**config.mk**
```make
export PLATFORM = sky130hd
export DESIGN_NAME = sweep_cmd_scheduler
export DESIGN_NICKNAME = d
export VERILOG_FILES = /design/src/rtl/sweep_cmd_scheduler.sv
export SDC_FILE = /design/constraint.sdc
export NUM_CORES = 1
export LEC_CHECK = 0
export CAP_MARGIN = 20
export CORE_ASPECT_RATIO = 0.8
export CORE_MARGIN = 2
export CORE_UTILIZATION = 55
export CTS_BUF_LIST = sky130_fd_sc_hd__clkbuf_4 sky130_fd_sc_hd__clkbuf_8 sky130_fd_sc_hd__clkbuf_16
export CTS_CLUSTER_SIZE = 8
export DETAILED_ROUTE_END_ITERATION = 7
export MAX_ROUTING_LAYER = met4
export PLACE_DENSITY_LB_ADDON = 0.1
export SETUP_SLACK_MARGIN = 0.15
export SLEW_MARGIN = 25
export SYNTH_ARGS = -nofsm -noshare
export SYNTH_HDL_FRONTEND = slang
export SYNTH_SLANG_ARGS = --single-unit
```
**constraint.sdc**
```tcl
create_clock -name clk_50m -period 4 [get_ports clk_50m]
set_input_delay 0.6 -clock clk_50m [delete_from_list [all_inputs] [get_ports clk_50m]]
set_output_delay 0.6 -clock clk_50m [all_outputs]
set_load 0.01 [all_outputs]
```
**src/rtl/sweep_cmd_scheduler.sv**
```systemverilog
// Host command sequencer: pops 11-byte commands from the RX FIFO, validates them and
// drives the sweeper (valid/ready) or the PLL. Optional inter-byte timeout: SWEEP_CMD_TIMEOUT_EN.
module sweep_cmd_scheduler #(
  parameter int unsigned TIMEOUT_CYCLES = 50000
) (
  input  logic        clk_50m,
  input  logic        reset,
  input  logic [7:0]  fifo_data,
  input  logic        fifo_empty,
  output logic        fifo_rd_en,
  output logic [31:0] cfg_freq_step,
  output logic [15:0] cfg_cycles,
  output logic [31:0] cfg_init_freq,
  output logic        cmd_valid,
  input  logic        cmd_ready,
  input  logic        sweep_done,
  output logic        pll_enable,
  output logic        busy,
  output logic        err_pulse,
  output logic [1:0]  err_code
);

  localparam int unsigned ASM_W     = 88;
  localparam int unsigned CNT_W     = 4;
  localparam int unsigned LAST_BYTE = 10;

  typedef enum logic [2:0] {
    S_COLLECT,
    S_CAPTURE,
    S_CHECK,
    S_DISPATCH,
    S_WAIT_DONE,
    S_PLL_ON
  } state_t;

  state_t             state;
  logic [ASM_W-1:0]   asm_q;
  logic [CNT_W-1:0]   byte_cnt;
  logic               timeout_hit;

  logic [31:0]        asm_freq_step;
  logic [15:0]        asm_cycles;
  logic [31:0]        asm_init_freq;
  logic [7:0]         asm_mode;

  if (TIMEOUT_CYCLES < 2) begin : g_bad_timeout
    $error("sweep_cmd_scheduler: TIMEOUT_CYCLES must be at least 2");
  end

  // First received byte ends up in the low byte after eleven right shifts
  assign asm_freq_step = asm_q[31:0];
  assign asm_cycles    = asm_q[47:32];
  assign asm_init_freq = asm_q[79:48];
  assign asm_mode      = asm_q[87:80];

  // Pop strobe is combinational so a byte can be requested the cycle the FIFO fills
  assign fifo_rd_en = !reset && (state == S_COLLECT) && !fifo_empty && !timeout_hit;

`ifdef SWEEP_CMD_TIMEOUT_EN
  localparam int unsigned GAP_W = $clog2(TIMEOUT_CYCLES + 1);

  logic [GAP_W-1:0] gap_cnt;

  assign timeout_hit = (state == S_COLLECT) && (byte_cnt != CNT_W'(0)) &&
                       (gap_cnt == GAP_W'(TIMEOUT_CYCLES));

  // Idle cycles spent waiting for the next byte of a partially received command
  always_ff @(posedge clk_50m) begin
    if (reset || (state != S_COLLECT) || fifo_rd_en || timeout_hit || (byte_cnt == CNT_W'(0))) begin
      gap_cnt <= '0;
    end else begin
      gap_cnt <= gap_cnt + GAP_W'(1);
    end
  end
`else
  assign timeout_hit = 1'b0;
`endif

  always_ff @(posedge clk_50m) begin
    if (reset) begin
      state         <= S_COLLECT;
      asm_q         <= '0;
      byte_cnt      <= '0;
      cfg_freq_step <= '0;
      cfg_cycles    <= '0;
      cfg_init_freq <= '0;
      cmd_valid     <= 1'b0;
      pll_enable    <= 1'b0;
      busy          <= 1'b0;
      err_pulse     <= 1'b0;
      err_code      <= 2'd0;
    end else begin
      err_pulse <= 1'b0;
      case (state)
        S_COLLECT: begin
          if (timeout_hit) begin
            byte_cnt  <= '0;
            err_code  <= 2'd3;
            err_pulse <= 1'b1;
          end else if (fifo_rd_en) begin
            state <= S_CAPTURE;
            busy  <= 1'b1;
          end
        end

        S_CAPTURE: begin
          asm_q <= {fifo_data, asm_q[ASM_W-1:8]};
          if (byte_cnt == CNT_W'(LAST_BYTE)) begin
            byte_cnt <= '0;
            state    <= S_CHECK;
          end else begin
            byte_cnt <= byte_cnt + CNT_W'(1);
            state    <= S_COLLECT;
            busy     <= 1'b0;
          end
        end

        S_CHECK: begin
          if (asm_mode > 8'd1) begin
            err_code  <= 2'd1;
            err_pulse <= 1'b1;
            state     <= S_COLLECT;
            busy      <= 1'b0;
          end else if ((asm_mode == 8'd0) && (asm_cycles == 16'd0)) begin
            err_code  <= 2'd2;
            err_pulse <= 1'b1;
            state     <= S_COLLECT;
            busy      <= 1'b0;
          end else begin
            // Dropping the PLL here guarantees a low cycle before any re-enable
            cfg_freq_step <= asm_freq_step;
            cfg_cycles    <= asm_cycles;
            cfg_init_freq <= asm_init_freq;
            pll_enable    <= 1'b0;
            if (asm_mode == 8'd0) begin
              cmd_valid <= 1'b1;
              state     <= S_DISPATCH;
            end else begin
              state <= S_PLL_ON;
            end
          end
        end

        S_DISPATCH: begin
          if (cmd_ready) begin
            cmd_valid <= 1'b0;
            state     <= S_WAIT_DONE;
          end
        end

        S_WAIT_DONE: begin
          if (sweep_done) begin
            state <= S_COLLECT;
            busy  <= 1'b0;
          end
        end

        S_PLL_ON: begin
          pll_enable <= 1'b1;
          state      <= S_COLLECT;
          busy       <= 1'b0;
        end

        default: begin
          state <= S_COLLECT;
          busy  <= 1'b0;
        end
      endcase
    end
  end

endmodule
```
# == Yosys cells after proc, flatten, opt, wreduce, memory -nomap -nowiden ==
# Cells that the tools add are included.
# classes
add_sub_neg,1
mul,0
div_mod_pow,0
magnitude_cmp,1
n_eq_ne,14
shifts,0
mux,27
bitwise,4
reduce_logical,18
# op_table
cell,n
$mux W3,6
$logic_not A16 Y1,1
$pmux W3 S5,1
$ne A2 B2 Y1 const B,7
$mux W1,13
$reduce_and A5 Y1,2
$reduce_and A3 Y1,3
$gt A8 B1 Y1 const B,1
$logic_not A8 Y1,1
$eq A3 B2 Y1 const B,2
$eq A3 B3 Y1 const B,2
$mux W2,3
$reduce_bool A2 Y1,3
$pmux W1 S5,1
$add A4 B1 Y4 const B,1
$eq A4 B4 Y1 const B,1
$mux W4,1
$not A1 Y1,4
$pmux W1 S2,2
$eq A3 B1 Y1 const B,1
$logic_and A1 B1 Y1,3
$logic_not A3 Y1,1
$ne A3 B3 Y1 const B,1
$logic_not A1 Y1,2
other kinds (2),2
# totals
register_bits,181
latchBits,0
mem_bits_rw,0
romBits,0
in_bits,13
out_inout_bits,87
wordCells,76
mem_count,0

# == Depth between registers and ports, before layout ==
# depth
depth_word,5
mapped_depth,7
mapped_depth_nobuf,4

# == Worst setup path after synthesis ==
# No wires, ideal clock.
# synth_path
path_type,input to output
from,input port reset
to,output port fifo_rd_en
t_arrival_ns,1.342
t_required_ns,3.400
setup_slack_ns,2.058
stages,3
n_path_buf,2
path_cell_list,clkbuf_1 -> clkbuf_1 -> and3b_1
# synth_via
elab_chain_cells,3
# synth_lines
item,line_no,source
start: declaration,7,"input logic reset,"
$logic_not A1 Y1,57,assign fifo_rd_en = !reset && (state == S_COLLECT) && !fifo_empty && !timeout_hit;
$logic_and A1 B1 Y1 (2 in a row),57,
end: declaration,10,"output logic fifo_rd_en,"
# No other way between the ends.

# == Worst setup path in the final report ==
# layout_path
from,input port fifo_empty
to,output port fifo_rd_en
# layout_via
elab_chain_cells,2
# layout_lines
item,line_no,source
start: declaration,9,"input logic fifo_empty,"
$logic_not A1 Y1,57,
$logic_and A1 B1 Y1,57,
# No other way between the ends.

==> metrics.yaml <==
setup_path:
  reg2reg_slack_ns: 1.63
  required_ns: 3.40
  critical_path_class: "in -> out"
  cp_data_arrival_time_ns: 1.85
  startpoint_type: "input pin"
  crit_fanout: 2
  crit_path_end_kind: "output port"
die:
  die_area_um2: 14300
  core_um2: 13000
  chipWidth_um: 133
  die_y_um: 107
  rows: 37
  io_pins: 100
  start_util_pct: 56.7
placed_design:
  hpwl_um: 9270
  port_buffers: 99
  pre_cts_slack_ns: 1.56
  place_area_um2: 8260
  place.gp.congestion: 0.792
  dp.cells: 1033
power:
  p_clk_share_pct: 44.2
  p_seq_share_pct: 51.6
  p_sw_uw: 852
  power_mw: 3.53
  intPower_mw: 2.68
  irDropWorstVdd_uv: 324
  sw_frac_of_total_pct: 24.1
  p_leak_nw: 2.74
  combPwrFrac_pct: 4.3
  p_per_area_nw_per_um2: 399
finish:
  fin_util_pct: 68.2
  syn_to_final_growth_pct: 20.3
  layout-drive-gt1-share_pct: 5.61
  design_area_um2: 8840
  antenna_cells: 0
  finalNonFillerCells: 1066
  final_nets: 891
grt:
  grt_pass1_vias: 5035
  grt_max_degree: 263
  grt_usage_pct: 21.7
  gr-total-overflow: 0
  antenna_found_initial: 0
  grt_first_pass_wirelength_um: 24300
logic_synthesis:
  synth.ff_latch_count: 181
  ys.flop_type: "dfxtp_1"
  ys_seq_area_share_pct: 49.3
  synthCells: 816
  ys_warn_count: 0
  synth_edf_count: 0
  async_reset_ff_share_pct: 0
  synth_area_um2: 7350
  ys_types: 38
  synth_nets: 829
  syn_avg_cell_area_um2: 9.01
cts:
  cts_hold_buffers: 0
  cts_setup_buffers: 0
  cts.sinks: 181
  h-tree-depth: 4
  cts_tree: "built"
  clk_pin_slew_ns: 0.07
  cts_resized: 0
  clk_path_buf_depth: 2
  clock_latency_ns: 0.43
  cts_buffers: 17
  cts-root-buf: "clkbuf_16"
sta:
  fin_skew_ns: 0.0125
  worstMarginPinSlew_ns: 0.896
  final-hold-violation-count: 0
  max_freq_mhz: 408
  fin_ws_ns: 1.55
  hold_ws_ns: 0.456
  period_share_pct: 61.3
  relSlewSlack_pct: 40.3
  finalSetupViolCount: 0
  fin_crit_ns: 2.45
  drv_slew: 0
  rsz0062_at_grt: "false"
  tns_ns: 0
min_path:
  hp-class: "reg -> reg"
route:
  post_drt_wl_per_cell_um: 13.9
  via_per_inst: 5.13
  firstDrtPassIters: 5
  route.detailed.drc: 0
  ant_nets: 0
  drt-initial-drc-count: 443
  vias: 5464
  wl_um: 14800
run:
  cap_violations: 0
outcome:
  status: "finished, final reports clean"
## path summary, 6_finish.rpt
| path | cells past startpoint | from | endpoint |
|---|---|---|---|
| max | 4 | fifo_empty | fifo_rd_en |
| min | 2 | asm_q[1] | asm_q[1] |
| max reg2reg | 5 | state[1] | cfg_init_freq[0] |
| min reg2reg | 2 | asm_q[1] | asm_q[1] |
## final cells by class
class	instances	area [um^2]
multi-input cells	573	3370
inverters	1	3.75
well taps	175	219
repair buffers	104	1070
clock buffers	17	425
flip-flops and latches	181	3620
clock inverters	15	125
fillers	1071	4120
## sequential cells by signal (all words and copies together), names as in the netlist
signal / count
err_code: 2
cfg_cycles: 16
pll_enable: 1
cfg_init_freq: 32
cfg_freq_step: 32
cmd_valid: 1
busy: 1
err_pulse: 1
byte_cnt: 4
asm_q: 88
state: 3
## cell usage in the layout, fill, tap and decap left out, types with 2 or more instances in the layout
master | netlist | final
dfxtp_1 | 181 | 181
nand2_1 | 180 | 180
nand2b_1 | 162 | 162
a21oi_1 | 98 | 98
clkdlybuf4s50_1 | 0 | 98
mux2i_1 | 80 | 80
clkbuf_16 | 0 | 17
nor2_1 | 10 | 10
clkinvlp_4 | 0 | 8
o21ai_0 | 5 | 5
nor4_2 | 4 | 4
o21a_1 | 4 | 4
nor2b_1 | 3 | 3
nand3_1 | 3 | 3
inv_8 | 0 | 3
nor3_1 | 2 | 2
nor3b_2 | 1 | 2
a211oi_1 | 2 | 2
nand3b_1 | 2 | 2
inv_6 | 0 | 2
buf_12 | 7 | 2
buf_4 | 1 | 2
## synthesized netlist by cell type, types with 2 or more instances
cell type / instances / area [um^2]
mux2i_1: 80 / 801
buf_12: 7 / 140
nor3b_1: 2 / 15.0
nand2_1: 180 / 676
a21oi_1: 98 / 490
a211oi_1: 2 / 15.0
dfxtp_1: 181 / 3620
nor4_2: 4 / 50.1
nand3b_1: 2 / 15.0
nor3_1: 2 / 10.0
o21ai_0: 5 / 25.0
clkbuf_1: 44 / 165
nand3_1: 3 / 15.0
o21a_1: 4 / 30.0
nand2b_1: 162 / 1010
buf_2: 5 / 25.0
buf_1: 3 / 11.3
nor2_1: 10 / 37.5
nor2b_1: 3 / 18.8
## cell families (layout without fill, tap and decap cells)
group	count (synthesis)	in the layout	share of synthesized area [%]
xor+xnor	1	1	0.119
flops	181	181	49.3
mux	80	80	10.9
simple gates	378	378	26.5
compound gates	114	114	8.22
buf+inv	62	137	4.95
## power groups by stage
stage,registers [mW],logic [mW],clock network (mW)
2_1_floorplan,1.86,0.114,0
3_3_place_gp,1.86,0.143,0
3_5_place_dp,1.86,0.145,0
4_1_cts,1.82,0.146,1.59
5_1_grt,1.82,0.164,1.67
6_report,1.82,0.150,1.56
## worst max-delay path, cell delays in order
cell and delay (ns):
clkdlybuf4s50_1 0.42, nor2_1 0.12, and3b_1 0.18, clkdlybuf4s50_1 0.53
## per-layer routing
layer | vias to the layer above | share of wire, % | global-route usage [%]
li1 | 2782 | - | -
met1 | 2556 | 49 | 30.0
met2 | 115 | 45 | 32.2
met3 | 11 | 4.5 | 5.32
met4 | 0 | 0.71 | 5.24
met5 | - | 0 | -
Note: power is estimated with default switching activity, not from simulation.
